<file path="config.mk">
export PLATFORM = sky130hd
export DESIGN_NAME = fifo_in_writer
export DESIGN_NICKNAME = d
export VERILOG_FILES = /design/src/rtl/fifo_in_writer.sv
export SDC_FILE = /design/constraint.sdc
export NUM_CORES = 1
export LEC_CHECK = 0
export ABC_AREA = 1
export CELL_PAD_IN_SITES_DETAIL_PLACEMENT = 0
export CELL_PAD_IN_SITES_GLOBAL_PLACEMENT = 1
export CORE_MARGIN = 3
export CORE_UTILIZATION = 44
export DETAILED_ROUTE_END_ITERATION = 12
export GPL_ROUTABILITY_DRIVEN = 0
export GPL_TIMING_DRIVEN = 0
export PLACE_DENSITY = 0.88
export SYNTH_ARGS = -nofsm -noshare
export SYNTH_HDL_FRONTEND = slang
export SYNTH_SLANG_ARGS = --single-unit
</file>
<file path="constraint.sdc">
create_clock -name clk -period 5.9 [get_ports clk]
set_clock_uncertainty 0.15 [all_clocks]
set_input_delay 0.59 -clock clk [delete_from_list [all_inputs] [get_ports clk]]
set_output_delay 0.59 -clock clk [all_outputs]
set_load 0.05 [all_outputs]
</file>
<file path="src/rtl/fifo_in_writer.sv">
// Avalon-MM master that feeds the HPS input FIFO from a local valid/ready buffer,
// gated by a credit counter refreshed from the FIFO fill_level CSR. Stats ports: FIFO_IN_WRITER_STATS_EN.
module fifo_in_writer #(
  parameter int DATA_W        = 32,
  parameter int LBUF_DEPTH    = 4,
  parameter int FIFO_CAPACITY = 256,
  parameter int POLL_INTERVAL = 64
) (
  input  logic              clk,
  input  logic              reset,
  input  logic [DATA_W-1:0] in_data,
  input  logic              in_valid,
  output logic              in_ready,
  output logic [DATA_W-1:0] fifo_writedata,
  output logic              fifo_write,
  output logic              fifo_address,
  input  logic              fifo_waitrequest,
  output logic [2:0]        csr_address,
  output logic              csr_read,
  output logic              csr_write,
  output logic [31:0]       csr_writedata,
  input  logic [31:0]       csr_readdata,
  output logic [8:0]        credit
`ifdef FIFO_IN_WRITER_STATS_EN
  ,
  output logic [31:0]       words_written,
  output logic [31:0]       stall_cycles
`endif
);

  localparam int PTR_W = $clog2(LBUF_DEPTH);
  localparam int CNT_W = PTR_W + 1;
  localparam int BO_W  = (POLL_INTERVAL > 1) ? $clog2(POLL_INTERVAL) : 1;
  localparam logic [31:0]      CAP_32   = 32'(FIFO_CAPACITY);
  localparam logic [CNT_W-1:0] DEPTH_C  = CNT_W'(LBUF_DEPTH);
  localparam logic [BO_W-1:0]  BO_LAST  = BO_W'(POLL_INTERVAL - 1);

  typedef enum logic [2:0] {
    POLL_REQ  = 3'd0,
    POLL_WAIT = 3'd1,
    IDLE      = 3'd2,
    WRITE     = 3'd3,
    BACKOFF   = 3'd4
  } state_t;

  state_t            state_r;
  logic [DATA_W-1:0] mem_r [LBUF_DEPTH];
  logic [PTR_W-1:0]  wptr_r;
  logic [PTR_W-1:0]  rptr_r;
  logic [PTR_W-1:0]  rptr_nxt_s;
  logic [CNT_W-1:0]  count_r;
  logic [CNT_W-1:0]  count_nxt_s;
  logic [BO_W-1:0]   bo_cnt_r;
  logic              push_s;
  logic              pop_s;
  logic              more_s;
  logic [DATA_W-1:0] head_s;
  logic [DATA_W-1:0] next_head_s;
  logic [8:0]        poll_credit_s;

  assign fifo_address  = 1'b0;
  assign csr_address   = 3'd0;
  assign csr_write     = 1'b0;
  assign csr_writedata = 32'd0;

  assign push_s     = in_valid && in_ready;
  assign pop_s      = fifo_write && !fifo_waitrequest;
  assign rptr_nxt_s = rptr_r + 1'b1;
  assign head_s     = mem_r[rptr_r];

  // Buffer occupancy after this cycle's push/pop, plus the word that follows the head.
  always_comb begin
    case ({push_s, pop_s})
      2'b10:   count_nxt_s = count_r + 1'b1;
      2'b01:   count_nxt_s = count_r - 1'b1;
      default: count_nxt_s = count_r;
    endcase
    // With a single entry left, the next head can only be the word arriving now.
    if (count_r > CNT_W'(1)) begin
      next_head_s = mem_r[rptr_nxt_s];
    end else begin
      next_head_s = in_data;
    end
    more_s = (count_r > CNT_W'(1)) || push_s;
  end

  // Free space in the HPS FIFO from the fill value, clamped at zero.
  always_comb begin
    if (csr_readdata >= CAP_32) begin
      poll_credit_s = 9'd0;
    end else begin
      poll_credit_s = 9'(CAP_32 - csr_readdata);
    end
  end

  // Local buffer storage; contents need no reset because count gates every read.
  always_ff @(posedge clk) begin
    if (push_s) begin
      mem_r[wptr_r] <= in_data;
    end
  end

  // Local buffer pointers, occupancy and registered ready.
  always_ff @(posedge clk) begin
    if (reset) begin
      wptr_r   <= '0;
      rptr_r   <= '0;
      count_r  <= '0;
      in_ready <= 1'b0;
    end else begin
      if (push_s) begin
        wptr_r <= wptr_r + 1'b1;
      end
      if (pop_s) begin
        rptr_r <= rptr_nxt_s;
      end
      count_r  <= count_nxt_s;
      in_ready <= (count_nxt_s != DEPTH_C);
    end
  end

  // Control FSM with registered Avalon outputs and the credit counter.
  always_ff @(posedge clk) begin
    if (reset) begin
      state_r        <= POLL_REQ;
      csr_read       <= 1'b0;
      fifo_write     <= 1'b0;
      fifo_writedata <= '0;
      credit         <= 9'd0;
      bo_cnt_r       <= '0;
    end else begin
      case (state_r)
        POLL_REQ: begin
          // Entered with csr_read low only straight out of reset.
          if (csr_read) begin
            csr_read <= 1'b0;
            state_r  <= POLL_WAIT;
          end else begin
            csr_read <= 1'b1;
          end
        end
        POLL_WAIT: begin
          credit <= poll_credit_s;
          if (poll_credit_s != 9'd0) begin
            state_r <= IDLE;
          end else begin
            bo_cnt_r <= '0;
            state_r  <= BACKOFF;
          end
        end
        IDLE: begin
          if (count_r != '0) begin
            if (credit != 9'd0) begin
              fifo_write     <= 1'b1;
              fifo_writedata <= head_s;
              state_r        <= WRITE;
            end else begin
              csr_read <= 1'b1;
              state_r  <= POLL_REQ;
            end
          end
        end
        WRITE: begin
          if (!fifo_waitrequest) begin
            credit <= credit - 9'd1;
            if (more_s && (credit > 9'd1)) begin
              fifo_writedata <= next_head_s;
            end else begin
              fifo_write <= 1'b0;
              state_r    <= IDLE;
            end
          end
        end
        BACKOFF: begin
          if (bo_cnt_r == BO_LAST) begin
            csr_read <= 1'b1;
            state_r  <= POLL_REQ;
          end else begin
            bo_cnt_r <= bo_cnt_r + 1'b1;
          end
        end
        default: begin
          csr_read   <= 1'b0;
          fifo_write <= 1'b0;
          state_r    <= POLL_REQ;
        end
      endcase
    end
  end

`ifdef FIFO_IN_WRITER_STATS_EN
  // Completed-write and waitrequest-stall counters, both free-running and wrapping.
  always_ff @(posedge clk) begin
    if (reset) begin
      words_written <= 32'd0;
      stall_cycles  <= 32'd0;
    end else begin
      if (pop_s) begin
        words_written <= words_written + 32'd1;
      end
      if (fifo_write && fifo_waitrequest) begin
        stall_cycles <= stall_cycles + 32'd1;
      end
    end
  end
`endif

endmodule
</file>
# Word level (Yosys, flattened, before mapping)

Memories as Yosys holds them, arrays and structs flattened. A register that Yosys moved wholly into a read port is not among the register bits.
Cells that the tools add are included.

Register bits after elaboration: 60
RAM bits: 128
Input bits: 68
Memories: 1

$add $sub $neg: 7
Magnitude comparators: 3
Equality and inequality tests: 18
Multiplexer cells: 35
Bitwise gates (word level): 2
Reduce and logical (&&, ||, !) cells: 20

Memories:

| name  | depth | width | rd ports | clocked after memory_dff | wr ports | line | text |
|---|---|---|---|---|---|---|---|
| mem_r | 4     | 32    | 2        | 1                        | 1        | 47   | `logic [DATA_W-1:0] mem_r [LBUF_DEPTH];` |

Operators by type and width:

| operator                                                                        | number |
|---|---|
| 32-bit two-way mux                                                              | 5 |
| 32-bit case mux with 2 select lines                                             | 1 |
| 32-bit by 9-bit >= comparator with 1-bit output, second input constant          | 1 |
| 2-bit inequality test, second input constant                                    | 10 |
| 3-bit two-way mux                                                               | 6 |
| 9-bit two-way mux                                                               | 2 |
| 9-bit case mux with 2 select lines                                              | 1 |
| 9-bit nonzero test                                                              | 2 |
| 3-bit case mux with 5 select lines                                              | 1 |
| 5-bit AND reduction                                                             | 3 |
| 6-bit two-way mux                                                               | 2 |
| 6-bit case mux with 2 select lines                                              | 1 |
| 1-bit two-way mux                                                               | 10 |
| 9-bit by 1-bit greater-than comparator with 1-bit output, second input constant | 1 |
| 9-bit by 1-bit subtractor with 9-bit output, second input constant              | 1 |
| 9-bit subtractor, first input constant                                          | 1 |
| 6-bit by 1-bit adder with 6-bit output, second input constant                   | 1 |
| 3-bit by 2-bit == test with 1-bit output, second input constant                 | 2 |
| 6-bit == test, second input constant                                            | 1 |
| 2-bit two-way mux                                                               | 3 |
| 3-bit case mux with 2 select lines                                              | 1 |
| 2-bit nonzero test                                                              | 3 |
| 2-bit by 1-bit adder with 2-bit output, second input constant                   | 2 |
| 1-bit case mux with 4 select lines                                              | 1 |
| 20 further kinds                                                                | 23 |

# Longest topological paths before layout

Depth in word-level cells: 6
Depth in mapped cells: 13
Mapped depth without buffers: 13

# Worst setup path after synthesis

OpenSTA, ideal clock, no wires.

Kind: reg2reg
From: register in_ready
To: memory mem_r[0][0] (enable)
Arrival time: 2.319 ns
Path slack: 3.009 ns
Cell stages (with the launch flop): 3
Path buffers: 0
Cell sequence: dfxtp_1 > nand2_1 > nor2_1

Word-level cells in the longest chain between the ends: 3

RTL lines:

| item                                    | line | text |
|---|---|---|
| from (decl)                             | 13   | `output logic in_ready,` |
| from (signal assigned)                  | 118  | `in_ready <= (count_nxt_s != DEPTH_C);` |
| 1-bit logical AND                       | 66   | `assign push_s = in_valid && in_ready;` |
| 1-bit two-way mux                       | 98   | `if (push_s) begin` |
| 1-bit two-way mux (not written as such) | 99   | `mem_r[wptr_r] <= in_data;` |
| to (decl)                               | 47   |  |

No other way between the ends.

# Worst setup path in the final report

From: input in_valid
To: register fifo_writedata[24]

Word-level cells in the longest chain between the ends: 5

RTL lines:

| item                                   | line | text |
|---|---|---|
| from (decl)                            | 12   | `input logic in_valid,` |
| 1-bit logical AND                      | 66   |  |
| via push_s                             | 54   | `logic push_s;` |
| 1-bit logical OR                       | 84   | `more_s = (count_r > CNT_W'(1)) \|\| push_s;` |
| 1-bit logical AND                      | 166  | `if (more_s && (credit > 9'd1)) begin` |
| 2-bit inequality test (no source line) | --   |  |
| 5-bit AND reduction (no source line)   | --   |  |
| to (signal assigned)                   | 155  | `fifo_writedata <= head_s;` |
| to (signal assigned)                   | 167  | `fifo_writedata <= next_head_s;` |
| to (decl)                              | 14   | `output logic [DATA_W-1:0] fifo_writedata,` |

The timed path passes the listed nets, and every way through them passes these cells.
A chain may end at the register's enable or synchronous reset.

==> impl_metrics.toml <==
[grt]
grt_max_degree = 29
grt_use_total_pct = 23.03
use_met2_pct = 39.24
grt_use_met3_pct = 3.745
gr-max-usage-layer = "met2"
grt_overflow = 0
grt_pass1_vias = 8428
grt_util_met1_pct = 30.51
antenna_found_initial = 0
grt_first_pass_wirelength_microns = 43880

[timing]
slew_violations = 0
fmax_mhz = 395.5
whs_ps = 326.3
tns_ps = 0
setup_violations = 0
worst_slew_pin_slew_ps = 688.7
slew_headroom_pct = 54.08
rsz0062_at_grt = "no"
fin_crit_sh_pct = 42.86
hold_viol_final = 0
min_period_ps = 2529

[synthesis]
ys.flop_type = "edfxtp_1"
synthesis.area_sq_mm = 0.009854
synth_cells = 1203
synthSimpleGateAreaFrac_pct = 23.36
synth_top_area_share_pct = 39.00
synth.area.top_cells = "edfxtp_1, dfxtp_1, nand2_1, nor2_1, o21ai_0"
ys_ff_latch = 190
synth-compound-area-share_pct = 13.67
synthXorXnorAreaFrac_pct = 0.7999
synthArstFlopShare_pct = 0
yosysTopAreaCell = "edfxtp_1"
yosys-top-cells-count = "nand2_1, nor2_1, edfxtp_1"
synthAdderAreaFrac_pct = 1.778
synth_top_family_by_area = "simple AND/OR/NAND/NOR gates"
synth_cell_types = 42
synthMuxAreaShare_pct = 0.1016
yosys_warnings = 0
synth.most_common_cell = "nand2_1"
avgSynthCellArea_sq_um = 8.192
yosysSeqAreaShare_pct = 51.60
synth-edff-count = 128

[power_and_ir_drop]
totalPowerFinal_mw = 4.528
ir_drop_mv = 0.2956
pwr_density_cell_mw_per_mm2 = 373.1
p_leak_nw = 4.875

[worst_setup_path]
critPathMaxFanout = 10
critical_path_class = "in -> reg"
start_kind = "input port"
cpMostUsedCell = "nor2_1"
crit_family = "simple AND/OR/NAND/NOR gates"
crit_path_end_kind = "flop"
crit_slowest_cell = "clkdlybuf4s50_1"
cpPeakStageDelay_ps = 450
cp.required_ps = 6080
cp_data_arrival_time_ps = 2710
crit_chain = "clkdlybuf4s50_1, nand2_1, inv_1, nor2_1, nor3_2, inv_1, nand2_2, nand3_4, buf_2, nor2_1, nor2_1"
path_buf_inv = 4

[finish]
syn2layout_area_growth_pct = 23.15
final_area_sq_mm = 0.01214
drive_gt1_share_pct = 7.287
diodes = 0
layout.nets = 1455

[routing]
wirelength_microns = 27660
vias = 8702
wire_per_inst_microns = 16.60
drc = 0
vias_per_cell = 5.223
drt.antenna.violating_nets = 0
dr.pass1.iters = 5
drt_iter0_drc = 746

[clock_tree]
ctsResizeCount = 0
cts_htree_levels = 4
cts-root-buf = "clkbuf_16"
clkSlewWorstSetupHoldPaths_ps = 70
cts_buffer_depth = 2
clkLatencyLatePin_ps = 440
cts_tree = "done"
cts.sinks = 190
ctsHoldBuffers = 0
post_cts_buffers = 0
cts_buffers = 17

[floorplan]
rows = 54
die_area_sq_mm = 0.02423
start_util_pct = 45.02
core_area_sq_mm = 0.02189
io_pins = 149
die_y_microns = 155.7
die_w_microns = 155.7

[place]
io_buffers = 111
place_hpwl_microns = 18940
placed_cell_area_sq_mm = 0.01157

[outcome]
status = "finished, final reports clean"

[run]
cap_violations = 0

[min_path]
min_path_type = "reg -> reg"
## cells in the final DEF (no fill, tap or decap), types with 2 or more instances in the layout
| cell | n |
|---|---|
| a21oi_1 | 59 |
| a221oi_1 | 3 |
| a22oi_1 | 8 |
| a31oi_1 | 26 |
| buf_1 | 4 |
| buf_12 | 3 |
| buf_2 | 12 |
| buf_4 | 37 |
| buf_6 | 3 |
| clkbuf_1 | 48 |
| clkbuf_16 | 19 |
| clkbuf_8 | 2 |
| clkdlybuf4s50_1 | 111 |
| clkinv_1 | 2 |
| clkinv_2 | 2 |
| clkinvlp_4 | 2 |
| conb_1 | 37 |
| dfxtp_1 | 62 |
| edfxtp_1 | 128 |
| ha_1 | 14 |
| inv_1 | 74 |
| inv_2 | 4 |
| nand2_1 | 330 |
| nand3_1 | 25 |
| nand4_1 | 6 |
| nor2_1 | 207 |
| nor2_2 | 4 |
| nor2_4 | 4 |
| nor3_1 | 4 |
| o211ai_1 | 3 |
| o21ai_0 | 68 |
| o21ai_1 | 8 |
| o21bai_1 | 2 |
| o221ai_1 | 8 |
| o32ai_1 | 32 |
| xnor2_1 | 3 |
| xor2_1 | 6 |
## worst register-to-register path, cell delays in order, from the launching register on
cell      delay, ps
dfxtp_1         380
inv_1            90
ha_1            180
o21bai_1        140
nand2_1         240
inv_2           130
clkbuf_1        330
a31oi_1         270
a21oi_1          60
o21ai_0         250
nor2_1           90
nor2_1          120
## power by group
part           internal (mW)  total [mW]  switching (mW)
Clock                  0.614        1.11           0.492
Sequential              1.56        1.64          0.0793
Combinational          0.563        1.78            1.22
## area by class of cell
cell class                      instances  area (sq um)
Multi-Input combinational cell        869          4083
Timing Repair Buffer                  115          1199
Buffer                                100         551.8
Clock inverter                          7         48.80
Inverter                               80         300.3
Fill cell                            2050          9756
Tap cell                              280         350.3
Sequential cell                       190          5085
Clock buffer                           25         518.0
## cell families (layout without fill, tap and decap cells)
family | Yosys count | in the layout
AO/OA/AOI/OAI | 221 | 221
XOR/XNOR | 9 | 9
adder cells (fa/ha/maj) | 14 | 14
buffers and inverters | 180 | 327
flip-flops | 190 | 190
multiplexers | 1 | 1
other | 1 | 37
AND/OR/NAND/NOR | 587 | 587
## stage by stage
stage | setup slack (ps) | util, % | cells
3_5_place_dp | 2944 | 52.85 | 1634
3_3_place_gp | 1400 | 52.31 | 1630
4_1_cts | 3403 | 55.44 | 1666
5_1_grt | 3188 | 55.44 | 1666
6_report | 3371 | 55.44 | 1666
2_1_floorplan | 3009 | - | 1239
## registers in the layout, indices dropped and copies added, names as in the netlist, named ones only
register	flops
mem_r	128
fifo_writedata	32
state_r	3
fifo_write	1
count_r	3
bo_cnt_r	6
csr_read	1
in_ready	1
rptr_r	2
wptr_r	2
credit	9
## routing by layer
metal	routed length [microns]	share of wire, %
met1	11410	41
met2	13480	49
met3	2272	8.2
met4	492	1.8
met5	0	0
## final timing paths
kind | cells after the start | from | slack, ps | to
setup reg to reg | 11 | count_r[1]$_SDFF_PP0_ | 3410 | fifo_writedata[19]$_SDFFE_PP0P_
setup / recovery | 11 | in_valid | 3370 | fifo_writedata[24]$_SDFFE_PP0P_
hold reg to reg | 2 | csr_read$_SDFFE_PP0P_ | 330 | csr_read$_SDFFE_PP0P_
hold / removal | 2 | csr_read$_SDFFE_PP0P_ | 330 | csr_read$_SDFFE_PP0P_
(Power assumes the default switching activity.)
